==> src/rtl/tm1638_pkg.sv <==
// Shared constants, state types and frame helpers for the TM1638 display driver.
package tm1638_pkg;

    localparam logic [7:0] CMD_WRITE_AUTO = 8'h40;
    localparam logic [7:0] CMD_ADDR0      = 8'hC0;
    localparam logic [7:0] CMD_DISP_ON    = 8'h88;

    localparam int F0_BYTES = 1;
    localparam int F1_BYTES = 17;
    localparam int F2_BYTES = 1;

    typedef enum logic [2:0] {
        ST_IDLE,
        ST_F0,
        ST_GAP,
        ST_F1,
        ST_F2
    } state_e;

    typedef enum logic [1:0] {
        PH_WAIT,
        PH_BYTES,
        PH_HOLD
    } phase_e;

    function automatic logic [4:0] frame_last_byte(input logic [1:0] idx);
        case (idx)
            2'd0:    return 5'(F0_BYTES - 1);
            2'd1:    return 5'(F1_BYTES - 1);
            default: return 5'(F2_BYTES - 1);
        endcase
    endfunction

    function automatic state_e frame_state(input logic [1:0] idx);
        case (idx)
            2'd0:    return ST_F0;
            2'd1:    return ST_F1;
            default: return ST_F2;
        endcase
    endfunction

endpackage

==> src/rtl/tm1638_byte_tx.sv <==
// LSB-first byte serialiser: each bit is H cycles of tm_clk low then H cycles high.
// ready also rises in the final cycle of a byte so bytes can run back to back.
module tm1638_byte_tx #(
    parameter int CLK_DIV = 25
) (
    input  logic       clk,
    input  logic       rst,
    input  logic       start,
    input  logic       rel,
    input  logic [7:0] data,
    output logic       ready,
    output logic       tx_clk,
    output logic       tx_dio
);

    localparam logic [7:0] HALF_LAST = 8'(CLK_DIV - 1);

    logic       active_q, active_d;
    logic       high_q, high_d;
    logic [2:0] bit_q, bit_d;
    logic [7:0] cnt_q, cnt_d;
    logic [7:0] shreg_q, shreg_d;
    logic       clk_q, clk_d;
    logic       dio_q, dio_d;

    assign ready  = !active_q || (high_q && (bit_q == 3'd7) && (cnt_q == HALF_LAST));
    assign tx_clk = clk_q;
    assign tx_dio = dio_q;

    always_comb begin
        active_d = active_q;
        high_d   = high_q;
        bit_d    = bit_q;
        cnt_d    = cnt_q;
        shreg_d  = shreg_q;
        clk_d    = clk_q;
        dio_d    = dio_q;
        if (start && ready) begin
            active_d = 1'b1;
            high_d   = 1'b0;
            bit_d    = 3'd0;
            cnt_d    = 8'd0;
            shreg_d  = data;
            clk_d    = 1'b0;
            dio_d    = data[0];
        end else if (active_q) begin
            if (cnt_q == HALF_LAST) begin
                cnt_d = 8'd0;
                if (!high_q) begin
                    high_d = 1'b1;
                    clk_d  = 1'b1;
                end else if (bit_q != 3'd7) begin
                    // Data only moves together with the falling clock.
                    bit_d   = bit_q + 3'd1;
                    high_d  = 1'b0;
                    clk_d   = 1'b0;
                    shreg_d = shreg_q >> 1;
                    dio_d   = shreg_q[1];
                end else begin
                    active_d = 1'b0;
                end
            end else begin
                cnt_d = cnt_q + 8'd1;
            end
        end else if (rel) begin
            dio_d = 1'b1;
        end
    end

    always_ff @(posedge clk) begin
        if (rst) begin
            active_q <= 1'b0;
            high_q   <= 1'b0;
            bit_q    <= 3'd0;
            cnt_q    <= 8'd0;
            shreg_q  <= 8'd0;
            clk_q    <= 1'b1;
            dio_q    <= 1'b1;
        end else begin
            active_q <= active_d;
            high_q   <= high_d;
            bit_q    <= bit_d;
            cnt_q    <= cnt_d;
            shreg_q  <= shreg_d;
            clk_q    <= clk_d;
            dio_q    <= dio_d;
        end
    end

endmodule

==> src/rtl/tm1638_driver.sv <==
// TM1638 refresh sequencer: sends the auto-increment, data and display-on frames
// from shadow copies of the inputs captured when a refresh is accepted.
module tm1638_driver
    import tm1638_pkg::*;
#(
    parameter int CLK_DIV = 25
) (
    input  logic        clk,
    input  logic        rst,
    input  logic        update,
    input  logic [63:0] disp_data,
    input  logic [7:0]  led,
    input  logic [2:0]  brightness,
    output logic        tm_stb,
    output logic        tm_clk,
    output logic        tm_dio,
    output logic        busy,
    output logic        done
);

    localparam logic [8:0] H_LAST   = 9'(CLK_DIV - 1);
    localparam logic [8:0] GAP_LAST = 9'(2 * CLK_DIV - 1);

    state_e      state_q, state_d;
    phase_e      phase_q, phase_d;
    logic [1:0]  frame_q, frame_d;
    logic [4:0]  byte_q, byte_d;
    logic [8:0]  cnt_q, cnt_d;
    logic        stb_q, stb_d;
    logic        busy_q, busy_d;
    logic        done_q, done_d;
    logic [63:0] disp_q, disp_d;
    logic [7:0]  led_q, led_d;
    logic [2:0]  bri_q, bri_d;

    logic        tx_start, tx_rel, tx_ready;
    logic [4:0]  tx_idx;
    logic [7:0]  tx_byte;
    logic [3:0]  dat_j;
    logic [2:0]  dat_k;

    tm1638_byte_tx #(.CLK_DIV(CLK_DIV)) u_byte_tx (
        .clk    (clk),
        .rst    (rst),
        .start  (tx_start),
        .rel    (tx_rel),
        .data   (tx_byte),
        .ready  (tx_ready),
        .tx_clk (tm_clk),
        .tx_dio (tm_dio)
    );

    assign tm_stb = stb_q;
    assign busy   = busy_q;
    assign done   = done_q;

    // Data bytes alternate digit segment byte and LED byte for each position.
    always_comb begin
        dat_j   = tx_idx[3:0] - 4'd1;
        dat_k   = dat_j[3:1];
        tx_byte = CMD_ADDR0;
        case (frame_q)
            2'd0: tx_byte = CMD_WRITE_AUTO;
            2'd1: begin
                if (tx_idx == 5'd0)
                    tx_byte = CMD_ADDR0;
                else if (!dat_j[0])
                    tx_byte = disp_q[{dat_k, 3'b000} +: 8];
                else
                    tx_byte = {7'b0, led_q[dat_k]};
            end
            default: tx_byte = CMD_DISP_ON | {5'b0, bri_q};
        endcase
    end

    always_comb begin
        state_d  = state_q;
        phase_d  = phase_q;
        frame_d  = frame_q;
        byte_d   = byte_q;
        cnt_d    = cnt_q;
        stb_d    = stb_q;
        busy_d   = busy_q;
        done_d   = 1'b0;
        disp_d   = disp_q;
        led_d    = led_q;
        bri_d    = bri_q;
        tx_start = 1'b0;
        tx_rel   = 1'b0;
        tx_idx   = 5'd0;
        case (state_q)
            ST_IDLE: begin
                if (update) begin
                    disp_d  = disp_data;
                    led_d   = led;
                    bri_d   = brightness;
                    state_d = ST_F0;
                    phase_d = PH_WAIT;
                    frame_d = 2'd0;
                    cnt_d   = 9'd0;
                    stb_d   = 1'b0;
                    busy_d  = 1'b1;
                end
            end
            ST_F0, ST_F1, ST_F2: begin
                case (phase_q)
                    PH_WAIT: begin
                        if (cnt_q == H_LAST) begin
                            tx_start = 1'b1;
                            tx_idx   = 5'd0;
                            byte_d   = 5'd0;
                            phase_d  = PH_BYTES;
                            cnt_d    = 9'd0;
                        end else begin
                            cnt_d = cnt_q + 9'd1;
                        end
                    end
                    PH_BYTES: begin
                        if (tx_ready) begin
                            if (byte_q == frame_last_byte(frame_q)) begin
                                phase_d = PH_HOLD;
                                cnt_d   = 9'd0;
                            end else begin
                                tx_start = 1'b1;
                                tx_idx   = byte_q + 5'd1;
                                byte_d   = byte_q + 5'd1;
                            end
                        end
                    end
                    default: begin
                        if (cnt_q == H_LAST) begin
                            stb_d   = 1'b1;
                            tx_rel  = 1'b1;
                            state_d = ST_GAP;
                            cnt_d   = 9'd0;
                        end else begin
                            cnt_d = cnt_q + 9'd1;
                        end
                    end
                endcase
            end
            ST_GAP: begin
                if (cnt_q == GAP_LAST) begin
                    cnt_d = 9'd0;
                    if (frame_q == 2'd2) begin
                        state_d = ST_IDLE;
                        busy_d  = 1'b0;
                        done_d  = 1'b1;
                    end else begin
                        frame_d = frame_q + 2'd1;
                        state_d = frame_state(frame_q + 2'd1);
                        phase_d = PH_WAIT;
                        stb_d   = 1'b0;
                    end
                end else begin
                    cnt_d = cnt_q + 9'd1;
                end
            end
            default: state_d = ST_IDLE;
        endcase
    end

    always_ff @(posedge clk) begin
        if (rst) begin
            state_q <= ST_IDLE;
            phase_q <= PH_WAIT;
            frame_q <= 2'd0;
            byte_q  <= 5'd0;
            cnt_q   <= 9'd0;
            stb_q   <= 1'b1;
            busy_q  <= 1'b0;
            done_q  <= 1'b0;
            disp_q  <= 64'd0;
            led_q   <= 8'd0;
            bri_q   <= 3'd0;
        end else begin
            state_q <= state_d;
            phase_q <= phase_d;
            frame_q <= frame_d;
            byte_q  <= byte_d;
            cnt_q   <= cnt_d;
            stb_q   <= stb_d;
            busy_q  <= busy_d;
            done_q  <= done_d;
            disp_q  <= disp_d;
            led_q   <= led_d;
            bri_q   <= bri_d;
        end
    end

endmodule
==> config.mk <==
export PLATFORM = sky130hd
export DESIGN_NAME = tm1638_driver
export DESIGN_NICKNAME = d
export VERILOG_FILES = /design/src/rtl/tm1638_pkg.sv /design/src/rtl/tm1638_byte_tx.sv /design/src/rtl/tm1638_driver.sv
export SDC_FILE = /design/constraint.sdc
export NUM_CORES = 1
export LEC_CHECK = 0
export BUFFER_PORTS_ARGS = -buffer_cell sky130_fd_sc_hd__buf_4
export CAP_MARGIN = 10
export CORE_MARGIN = 3
export CORE_UTILIZATION = 62
export CTS_CLUSTER_DIAMETER = 150
export DETAILED_ROUTE_END_ITERATION = 12
export GPL_ROUTABILITY_DRIVEN = 0
export PLACE_DENSITY_LB_ADDON = 0.2
export SLEW_MARGIN = 20
export SYNTH_ARGS = -nofsm -noshare
export SYNTH_HDL_FRONTEND = slang
export SYNTH_SLANG_ARGS = --single-unit
==> constraint.sdc <==
create_clock -name clk -period 9.07 [get_ports clk]
set_clock_uncertainty 0.05 [all_clocks]
set_input_delay 1.3605 -clock clk [delete_from_list [all_inputs] [get_ports clk]]
set_output_delay 1.3605 -clock clk [all_outputs]
set_load 0.01 [all_outputs]
# Word level (Yosys, flattened, before mapping)
# Index checks and enable logic that the tools add are counted.
# totals
input_bits	78
register_bits	122
ram_bits	0
n_memories	0
latch_bits	0
out_inout_bits	5
mem_bits_ro	0
# op_classes
n_div	0
shifts	1
addsub	6
eq_ne	31
muxes	84
magnitude_cmp	1
n_bitwise	2
n_reduce_logical	35
n_mul	0
# op_table
op	count
$mux W8	8
$shiftx A64 B7 Y8	1
$mux W5	11
$mux W9	6
$mux W1	34
$reduce_and A4 Y1	7
$pmux W9 S3	1
$ne A3 B3 Y1 const B	8
$mux W2	8
$ne A2 B2 Y1 const B	8
$pmux W8 S2	1
$mux W3	5
$reduce_bool A2 Y1	6
$pmux W5 S2	1
$add A9 B1 Y9 const B	1
$eq A9 B5 Y1 const B	1
$eq A9 B6 Y1 const B	1
$pmux W3 S3	1
$add A8 B1 Y8 const B	1
$eq A8 B5 Y1 const B	1
$pmux W2 S2	2
$reduce_and A8 Y1	1
$eq A2 B1 Y1 const B	3
$eq A3 B2 Y1 const B	2
other kinds (30)	41

# Logic depth before layout (Yosys ltp)
# Gate-level depths: netlist of run 1.
# logic_depth
word_depth	19
mapped_depth	16
ltp_nobuf	14

# Cells and area by module
# Synthesis of run 1 repeated with hierarchy kept, for this count alone.
# hier_totals
hier_cells	748
hier_area_um2	6073.3
# modules_own_cells
mod	area_per_inst_um2	n_inst	seq_area_each_um2	cells_per_inst
tm1638_driver	4962.3	1	1981.9	625
tm1638_byte_tx	1111.1	1	440.4	123

# Worst setup path after synthesis of run 1
# No wires, ideal clock.
# synth_timing
kind	flip-flop to flip-flop
start	register u_byte_tx.bit_q[0]
end	register u_byte_tx.shreg_q[2]
required_ns	8.888
setup_time_ns	0.132
synth_period_minus_slack_ns	3.683
arrival_ns	3.501
path_buffers	4
stages_incl_launch_ff	17
slack_ns	5.387
cell_sequence	dfxtp_1 > ha_1 > ha_1 > and4b_1 > a31o_2 > clkbuf_1 > and2_1 > clkbuf_1 > nand2_1 > ha_1 > clkbuf_1 > o21ai_1 > nand2_1 > buf_4 > mux2_1 > a221oi_1 > a31oi_1
# synth_between
elab_chain_len	13
word_cells_on_any_way	24
cone_classes	1 x add/sub; 2 x eq/ne; 1 x shift; 10 x mux; 10 x reduce/logical
# synth_rtl
element	line	rtl
start, declared	tm1638_byte_tx.sv:20	logic [2:0] bit_q, bit_d;
start signal, assigned	tm1638_byte_tx.sv:82	bit_q <= bit_d;
$eq A3 B3 Y1	tm1638_byte_tx.sv:26	assign ready = !active_q || (high_q && (bit_q == 3'd7) && (cnt_q == HALF_LAST));
$logic_and A1 B1 Y1 (2 in series)	tm1638_byte_tx.sv:26	
$logic_or A1 B1 Y1	tm1638_byte_tx.sv:26	
$mux W5	tm1638_driver.sv:119	if (tx_ready) begin
$mux W5	n/a	
$mux W5	tm1638_driver.sv:91	case (state_q)
$sub A4 B1 Y4	tm1638_driver.sv:59	dat_j = tx_idx[3:0] - 4'd1;
$shiftx A64 B7 Y8	tm1638_driver.sv:68	tx_byte = disp_q[{dat_k, 3'b000} +: 8];
$mux W8	tm1638_driver.sv:67	else if (!dat_j[0])
$mux W8	tm1638_driver.sv:65	if (tx_idx == 5'd0)
$pmux W8 S2	tm1638_driver.sv:62	case (frame_q)
$mux W8	tm1638_byte_tx.sv:38	if (start && ready) begin
end signal, assigned	tm1638_byte_tx.sv:84	shreg_q <= shreg_d;
end, declared	tm1638_byte_tx.sv:22	logic [7:0] shreg_q, shreg_d;
# Several ways; a longest one is shown, not always the timed one.
# A chain may end at the register's enable or synchronous reset.

# Final worst setup path of run 1
# layout_timing
start	register frame_q[1]
end	register u_byte_tx.shreg_q[7]
# layout_between
elab_chain_len	16
word_cells_on_any_way	28
cone_classes	1 x add/sub; 2 x eq/ne; 1 x shift; 16 x mux; 8 x reduce/logical
# layout_rtl
element	line	rtl
start, declared	tm1638_driver.sv:26	logic [1:0] frame_q, frame_d;
start signal, assigned	tm1638_driver.sv:179	frame_q <= frame_d;
$eq A2 B1 Y1	tm1638_pkg.sv:27, tm1638_driver.sv:62	
$mux W5	tm1638_pkg.sv:27	case (idx)
$mux W5	tm1638_driver.sv:119	
$mux W5	tm1638_driver.sv:106	case (phase_q)
$mux W5	tm1638_driver.sv:91	
$eq A5 B5 Y1	tm1638_driver.sv:120	if (byte_q == frame_last_byte(frame_q)) begin
$mux W5	tm1638_driver.sv:120	
$mux W5	tm1638_driver.sv:119	
$mux W5	n/a	
$mux W5	tm1638_driver.sv:91	
$sub A4 B1 Y4	tm1638_driver.sv:59	
$shiftx A64 B7 Y8	tm1638_driver.sv:68	
$mux W8	tm1638_driver.sv:67	
$mux W8	tm1638_driver.sv:65	
$pmux W8 S2	tm1638_driver.sv:62	
$mux W8	tm1638_byte_tx.sv:38	
# Several ways; a longest one is shown, not always the timed one. The select of a mux whose other input is x is not followed.

==> impl_results.md, run 1 <==
* Top cells by count, synth: nand2_1 (184), dfxtp_1 (121), a21oi_1 (101)
* Post-CTS Hold Fix Bufs at 0
* CP Class: register to register
* Synthesized area per cell at 7.97 um^2
* Fmax at 212 MHz
* Area occupied by multi-input gates at 0.00335 mm^2
* Gr usage total at 31.0%
* Share of layout cells above drive strength 1 at 17.4%
* H-tree depth at 4
* Adder-Cell Fraction of Synth Area at 3.12%
* Fin crit share at 51.9%
* Ant diodes at 0
* Clock tree buffer depth at 2
* Hold Path Class: register to register
* Initial core utilization at 64.6%
* Root buffer cell: clkbuf_8
* Tightest Pin Transition at 0.984 ns
* DP Worst Slack at 4.64 ns
* Via Count at 5919
* DPL Wire Length at 11.4 mm
* Worst skew pair latency at 0.52 ns
* Max Slew Vio Count at 0
* Crit path time final at 4.71 ns
* FF+latch area at 0.00242 mm^2
* Final Hold Fails at 0
* Post-synth EDFFs at 0
* Max-cap violations at 0
* Power per standard cell area at 218 mW/mm^2
* DRT iter0 DRCs at 790
* Seq/Total Area, Yosys at 40.2%
* R2R cell count at 13
* Yosys top cell area share at 40.2%
* Antenna violations before repair at 1
* Top_reg_cell synth: dfxtp_1
* Synth Area in Compound Gates at 21.0%
* Outcome: completed
* Buf/Inv on CP at 2
* Vias per Instance at 6.17
* Yosys cell types at 75
* Worst-path maximum fanout at 17
* Remaining antenna violation count at 0
* RR Endpoint: u_byte_tx.shreg_q[7]
* PortBufs at 82
* IO Count at 83
* Final WL at 16.5 mm
* Pre-Repair DR Iteration Count at 9
* Final-report setup violation count at 0
* Max VDD drop at 0.000169 V
* DRC Markers at 0
* Combinational family with the most area after synthesis: simple AND/OR/NAND/NOR gates
* Width of the die at 105 um
* CP arrival at 5.06 ns
* Clock Sinks at 121
* Postcts setup bufs at 0
* Setup ws final at 4.36 ns
* Clock transition at the registers of the reported paths at 0.06 ns
* First-pass GRT wire length at 27.9 mm
* Post-synthesis async set-or-reset flop share at 0%
* Number of cell rows at 35
* Die ar. at 0.0109 mm^2
* Area contributors post-synth: dfxtp_1 (40%), nand2_1 (11%), a21oi_1 (8.4%)
* Cell taking the most area after synthesis: dfxtp_1
* Critical path cell sequence: inv_1 -> ha_1 -> xnor2_1 -> a22oi_1 -> and2_1 -> nand2_1 -> ha_1 -> inv_1 -> nand3_1 -> nand2_1 -> a2111oi_0 -> a311o_1 -> o21ai_1
* Reg-to-Reg Start: frame_q[1]
* Syn Nets at 849
* Synthesis-stage register bit count at 121
* Synth Cell Area at 0.00602 mm^2
* Number of global-route vias before repair at 5746
* Largest net degree at the start of global routing at 96
* Static leakage at 0.00287 uW
* Critical path depth in cells at 13
* Core Area at 0.00933 mm^2
* Area growth syn-to-layout at 20.5%
* Critical Path End: u_byte_tx.shreg_q[7]
* CP Launch Point: frame_q[1]
* Worst EP required at 9.42 ns
* Slowest cell on the critical path: a2111oi_0
* Max-Slew Margin vs Limit at 34.4%
* TritonCTS Buffers at 17
* Post-CTS sizing at 0
* Top Family by Delay on Critical Path: simple AND/OR/NAND/NOR gates
* Fillers at 641
* Per-cell routed wire length at 17.2 um
* R2r setup slk at 4.36 ns
* TritonCTS clock tree: built
* Most frequent cell after synthesis: nand2_1
* CP Launch Type: register
* Total grt overflow at 0
* Post-synthesis mux area share at 4.65%
* CP max stage delay at 0.73 ns
* Die span in y at 105 um
* Xor/xnor share of the synthesized area at 3.05%
* Yosys warnings at 0
* RSZ-0062 raised after global routing: false
* Mapped Cells at 756
* Critical Path End Type: register
* Final net count at 911
* Setup TNS Final at 0 ns
* Simple-Gate Fraction of Synth Area at 23.6%
cells in the final DEF, fill, tap and decap left out, drive strengths merged, types with 10 or more instances in the layout:
cell / n
dfxtp: 121
inv: 21
xor2: 11
nor2: 45
nand2: 184
a211oi: 11
xnor2: 10
a21oi: 101
o21ai: 27
ha: 15
buf: 86
nand4: 10
mux2i: 19
clkbuf: 18
nand3: 22
worst reg2reg max path: stages (launching register included):
cell and delay (ns):
dfxtp_1 0.35, inv_1 0.10, ha_1 0.27, xnor2_1 0.50, a22oi_1 0.21, and2_1 0.30
nand2_1 0.17, ha_1 0.43, inv_1 0.23, nand3_1 0.37, nand2_1 0.63, a2111oi_0 0.73
a311o_1 0.19, o21ai_1 0.06
worst min path at each step:
| stage | start | endpoint | slack (ns) | cells past startpoint |
|---|---|---|---|---|
| 3_3_place_gp | disp_q[1] | disp_q[1] | 0.39 | 2 |
| 5_1_grt | disp_q[62] | disp_q[62] | 0.43 | 2 |
| 2_1_floorplan | disp_q[47] | disp_q[47] | 0.38 | 2 |
| 4_1_cts | disp_q[33] | disp_q[33] | 0.41 | 2 |
| 3_5_place_dp | disp_q[24] | disp_q[24] | 0.40 | 2 |
| 6_report | disp_q[33] | disp_q[33] | 0.41 | 2 |
sequential cells by signal, indices dropped and copies added (netlist names):
signal,count
bri_q,3
u_byte_tx.tx_dio,1
u_byte_tx.shreg_q,7
u_byte_tx.bit_q,3
u_byte_tx.tx_clk,1
cnt_q,9
state_q,3
disp_q,64
tm_stb,1
u_byte_tx.active_q,1
busy,1
led_q,8
u_byte_tx.cnt_q,8
phase_q,2
frame_q,2
done,1
byte_q,5
u_byte_tx.high_q,1
layer usage:
| metal | routed length (um) | global-route usage (%) | part of all wire [%] |
|---|---|---|---|
| met5 | 12 | 0 | 0.073 |
| met3 | 1360 | 6.86 | 8.2 |
| met2 | 7770 | 50.6 | 47 |
| met1 | 6890 | 40.6 | 42 |
| met4 | 490 | 10.4 | 3.0 |
cell type report:
class | count | area share [%]
multi-input cells | 575 | 46.1
flip-flops and latches | 121 | 33.4
repair buffers | 86 | 8.90
clock buffers | 18 | 5.90
clock inverters | 14 | 2.59
well taps | 129 | 2.22
inverters | 17 | 0.879
through the flow:
stage / hold WS, ns / instance area [um^2] / util [%] / std cells / power (uW)
6_report: 0.409 / 7260 / 77.8 / 960 / 1580
5_1_grt: 0.430 / 7260 / 77.8 / 960 / 1650
4_1_cts: 0.408 / 7260 / 77.8 / 960 / 1580
3_5_place_dp: 0.398 / 6640 / 71.2 / 928 / 889
3_3_place_gp: 0.394 / 6640 / 71.2 / 928 / 878
2_1_floorplan: 0.382 / 6020 / - / 756 / 804
where the power goes:
part           switching (uW)  internal, uW  total [uW]
Combinational             161          99.8         260
Sequential               43.8           582         626
Clock                     265           433         698
Total                     469          1120        1580
logic make-up (layout without fill, tap and decap cells):
| group | count (synthesis) | count (layout) |
|---|---|---|
| simple gates | 314 | 314 |
| flops | 121 | 121 |
| compound gates | 198 | 198 |
| mux | 27 | 27 |
| xor+xnor | 21 | 21 |
| buf+inv | 60 | 135 |
| fa+ha+maj | 15 | 15 |
(Power assumes the default switching activity.)
==> inputs of run 2 (changes only) <==
CORE_UTILIZATION = 58   (was 62)
clock period = 4.75 ns   (was 9.07 ns; I/O delays follow)
==> run 2 against run 1 <==
  * Sequential share of layout area is essentially flat
  * Cell count grew 0.73%
  * Clock power grew 78%
  * Worst setup slack lost 4.0 ns
  * Highest routed layer is now met4
  * First-iteration DRC count grew 0.13%
  * Flip-flop and latch count is the same
  * Design area is essentially flat
  * Die area grew 6.5%
==> impl_results.md, run 2 (synthesis results as in run 1) <==
* Outcome: completed
* Clock transition at the registers of the reported paths at 0.06 ns
* Crit path time final at 4.38 ns
* Die ar. at 0.0116 mm^2
* Core Area at 0.00995 mm^2
* Clk pwr share at 42.1%
* Number of cell rows at 36
* DRT iter0 DRCs at 791
* Most frequent cells in the layout: nand2_1 (183), dfxtp_1 (121), a21oi_1 (101), buf_4 (89), nor2_1 (44)
* Top flop regs: disp_q: 64 flops, cnt_q: 9 flops
* Worst-path maximum fanout at 12
* TritonCTS clock tree: built
* Fin crit share at 92.1%
* DRC Markers at 0
* Critical Path End Type: register
* Width of the die at 108 um
* Hold Path Class: input port to register
* Finished layout cell area at 0.00725 mm^2
* Antenna violations before repair at 0
* Max-Slew Margin vs Limit at 34.1%
* Power per standard cell area at 406 mW/mm^2
* Die span in y at 108 um
* Switching Fraction at 28.6%
* Net Sw Power at 842 uW
* Postcts setup bufs at 0
* CP Launch Type: register
* Vias per Instance at 6.05
* Flip-flop count of the largest register after layout at 64
* Clock Sinks at 121
* Hold slack final at 0.366 ns
* Number of global-route vias before repair at 5386
* Pre-Repair DR Iteration Count at 7
* DPL Wire Length at 11.6 mm
* Commonest non-fill, non-tap cell in the layout: nand2_1
* Max Slew Vio Count at 0
* Fillers at 766
* Share of layout cells above drive strength 1 at 17.6%
* First-pass GRT wire length at 26.5 mm
* Gr usage total at 29.2%
* Largest net degree at the start of global routing at 96
* Worst EP required at 5.12 ns
* Root buffer cell: clkbuf_8
* Remaining antenna violation count at 0
* Static leakage at 0.00288 uW
* TritonCTS Buffers at 17
* Ant diodes at 0
* Clock tree buffer depth at 2
* Max-cap violations at 0
* CP arrival at 4.74 ns
* Final WL at 16.4 mm
* Per-cell routed wire length at 17.0 um
* Int Pwr at 2100 uW
* Largest Register: disp_q
* Initial core utilization at 60.5%
* CP Class: register to register
* Setup TNS Final at 0 ns
* PortBufs at 82
* Combinational fraction of design power at 17.1%
* Area growth syn-to-layout at 20.4%
* Total grt overflow at 0
* RSZ-0062 raised after global routing: false
* Reg power frac at 40.8%
* Tightest Pin Transition at 0.989 ns
* Final-report setup violation count at 0
* Worst skew pair latency at 0.54 ns
* IO Count at 83
* Final net count at 914
* Fmax at 229 MHz
* Placed Area at 0.00667 mm^2
* H-tree depth at 4
* Final Hold Fails at 0
* Via Count at 5855
* Max VDD drop at 0.000330 V
## run 2: changes by cell type in the layout (fill, tap and decap cells not counted), moves of 2 or more
| cell | previous run | this run |
|---|---|---|
| clkbuf_1 | 0 | 3 |
| clkinvlp_4 | 3 | 1 |
| clkinv_2 | 0 | 5 |
| inv_8 | 2 | 0 |
| inv_6 | 3 | 0 |
| clkinv_4 | 3 | 0 |
| clkbuf_8 | 2 | 5 |
| buf_4 | 86 | 89 |
## run 2: power by group through the flow
stage	Combinational, uW	Clock [uW]	Sequential (uW)
after global placement	470	0	1210
after CTS	495	1250	1200
final	503	1240	1200
after floorplan	358	0	1180
after global routing	562	1310	1210
after detailed placement	489	0	1220
## run 2: timing repair
item	4_1_cts	5_1_grt
setup endpoints to repair	0	1
endpoints found under the hold margin	0	0
hold buffers	0	0
resized for setup	0	2
## run 2: metrics by stage
stage	worst slack (ns)	std cells	total power, uW	util (%)
3_5_place_dp	0.318	935	1700	67.0
4_1_cts	0.294	967	2950	72.8
2_1_floorplan	1.07	756	1540	-
3_3_place_gp	0.727	935	1680	67.0
5_1_grt	0.0491	967	3080	72.9
6_report	0.375	967	2950	72.9
## run 2: critical path, cell delays in order (launching register included)
cell and delay, ns:
dfxtp_1 0.32, ha_1 0.20, ha_1 0.26, and4b_1 0.24
a31o_2 0.33, and2_1 0.28, nand2_1 0.17, ha_1 0.38
inv_1 0.21, nand3_1 0.34, nand2_2 0.29, buf_4 0.29
a2111oi_0 0.61, a311o_1 0.21, o21ai_1 0.07
## run 2: area by class of cell
class                      instances  area (um^2)  area share (%)
clock buffer                      24          480            6.63
clock inverter                     8         92.6            1.28
timing repair buffer              89          668            9.21
multi-input combinational        575         3360            46.3
tap                              133          166            2.29
sequential                       121         2420            33.4
inverter                          17         63.8           0.880
## run 2: final timing paths
| check | startpoint | end | slack [ns] | depth (start not counted) |
|---|---|---|---|---|
| setup reg to reg | u_byte_tx.bit_q[0] | u_byte_tx.shreg_q[7] | 0.37 | 14 |
| hold / removal | brightness[2] | bri_q[2] | 0.37 | 3 |
| hold reg to reg | disp_q[18] | disp_q[18] | 0.41 | 2 |
| setup / recovery | u_byte_tx.bit_q[0] | u_byte_tx.shreg_q[7] | 0.37 | 14 |
## run 2: per-layer routing
metal	global-route usage [%]	vias up	part of all wire (%)
met1	38.8	2711	43
met3	7.08	43	8.7
li1	-	2802	-
met4	11.9	0	2.4
met2	45.4	299	46
met5	0	-	0
==> inputs of run 3 (changes only) <==
CORE_ASPECT_RATIO = 1.5   (was default)
==> run 3 against run 2 <==
  * Critical path type unchanged
  * Register-to-register slack improved by 0.10 ns
  * Cell count fell by 2.1%
  * Sequential share of layout area fell by 0.11 points
  * Worst hold slack improved by 0.040 ns
==> impl_results.md, run 3 (synthesis results as in run 1) <==
* Initial core utilization at 60.8%
* TritonCTS clock tree: built
* Width of the die at 89.2 um
* Largest net degree at the start of global routing at 96
* Share of layout cells above drive strength 1 at 17.7%
* Final WL at 16.2 mm
* IO Count at 83
* Commonest non-fill, non-tap cell in the layout: nand2_1
* Fmax at 234 MHz
* CP Class: register to register
* Max-Slew Margin vs Limit at 34.4%
* CP arrival at 4.50 ns
* Clk pwr share at 44.7%
* DRT iter0 DRCs at 424
* Fin crit share at 89.9%
* First-pass GRT wire length at 25.8 mm
* Flip-flop count of the largest register after layout at 64
* Final-report setup violation count at 0
* Post-CTS Hold Fix Bufs at 0
* H-tree depth at 4
* Ant diodes at 0
* DRC Markers at 0
* Final net count at 912
* Area growth syn-to-layout at 20.8%
* Worst skew pair latency at 0.41 ns
* Hold Path Class: register to register
* Int Pwr at 2190 uW
* Net Sw Power at 868 uW
* Gr usage total at 28.5%
* CP Launch Type: register
* Hold Path Origin: disp_q[14]
* Hold Path Cell Cnt at 2
* TritonCTS Buffers at 17
* Number of global-route vias before repair at 5488
* Remaining antenna violation count at 0
* Power per standard cell area at 421 mW/mm^2
* Clock tree buffer depth at 2
* Core Area at 0.00991 mm^2
* Antenna violations before repair at 0
* DPL Wire Length at 11.6 mm
* Outcome: completed
* Placed Area at 0.00664 mm^2
* RSZ-0062 raised after global routing: false
* R2R cell count at 12
* Number of cell rows at 44
* Final Hold Fails at 0
* Dpl cells at 915
* Clock transition at the registers of the reported paths at 0.06 ns
* Reg power frac at 39.3%
* Max Slew Vio Count at 0
* Static leakage at 0.00289 uW
* Finished layout cell area at 0.00728 mm^2
* Tightest Pin Transition at 0.984 ns
* Most frequent cells in the layout: nand2_1 (184), dfxtp_1 (121), a21oi_1 (101), buf_4 (87), nor2_1 (44)
* Die span in y at 131 um
* Root buffer cell: clkbuf_16
* Layout Cells excl Fill at 947
* Die ar. at 0.0117 mm^2
* Critical Path End Type: register
* Largest Register: disp_q
* Postcts setup bufs at 0
* Clock Sinks at 121
* Post-CTS sizing at 0
* Worst-path maximum fanout at 17
* Total grt overflow at 0
* Setup TNS Final at 0 ns
* Per-cell routed wire length at 17.1 um
* Vias per Instance at 6.13
* Reg-to-Reg Start: state_q[2]
* Hold slack final at 0.406 ns
* Max-cap violations at 0
* RR Endpoint: u_byte_tx.shreg_q[2]
* Via Count at 5804
* R2r setup slk at 0.48 ns
* Combinational fraction of design power at 16.0%
* Hold worst-path end: disp_q[14]
* PortBufs at 82
* Crit path time final at 4.27 ns
* Max VDD drop at 0.000259 V
* Pre-Repair DR Iteration Count at 5
* Worst EP required at 4.98 ns
* Top flop regs: disp_q: 64 flops, cnt_q: 9 flops
* Switching Fraction at 28.4%
run 3: cell count changes in the layout (fill, tap and decap cells not counted), sizes merged:
cell    change
clkbuf      -3
bufinv      +1
buf         -2
inv         +3
clkinv      -1
run 3: layout make-up:
cell class	count	area (um^2)
clock buffers	21	480
well taps	115	144
clock inverters	11	159
repair buffers	87	653
inverters	17	63.8
fillers	773	2630
multi-input cells	575	3350
flip-flops and latches	121	2420
run 3: power groups by stage:
stage / combinational, uW / sequential, uW / clock [uW]
after floorplan: 358 / 1180 / 0
after global placement: 468 / 1220 / 0
after detailed placement: 485 / 1220 / 0
after CTS: 490 / 1200 / 1370
after global routing: 548 / 1210 / 1430
final: 490 / 1200 / 1370
run 3: worst max path at each step:
stage / start / depth (start not counted) / slack (ns) / endpoint
after floorplan: u_byte_tx.bit_q[0] / 16 / 1.07 / u_byte_tx.shreg_q[2]
final: state_q[2] / 12 / 0.48 / u_byte_tx.shreg_q[2]
after detailed placement: state_q[2] / 12 / 0.65 / u_byte_tx.shreg_q[2]
after global routing: state_q[2] / 12 / 0.08 / u_byte_tx.shreg_q[2]
after CTS: state_q[2] / 12 / 0.55 / u_byte_tx.shreg_q[2]
after global placement: state_q[2] / 12 / 0.82 / u_byte_tx.shreg_q[2]
run 3: worst max-delay path, cell delays in order, from the launching register on:
cell,delay (ns)
dfxtp_1,0.53
or3b_1,0.51
a22oi_1,0.29
and2_1,0.35
nand2_1,0.17
ha_1,0.35
inv_1,0.22
nand3_1,0.35
nand2_1,0.17
buf_4,0.28
mux2_2,0.37
a221oi_1,0.37
a31oi_1,0.13
run 3: per-stage QoR:
stage | total power [uW] | setup WS, ns | utilization [%]
2_1_floorplan | 1540 | 1.07 | -
3_3_place_gp | 1680 | 0.824 | 66.9
3_5_place_dp | 1700 | 0.646 | 67.0
4_1_cts | 3060 | 0.546 | 73.4
5_1_grt | 3180 | 0.0754 | 73.4
6_report | 3060 | 0.478 | 73.4
run 3: layer usage:
metal | GRT usage, % | share of wire, % | up-vias
met3 | 6.34 | 5.7 | 58
met4 | 15.0 | 4.1 | 0
met5 | 0 | 0 | -
li1 | - | - | 2790
met1 | 31.8 | 38 | 2709
met2 | 49.8 | 53 | 247
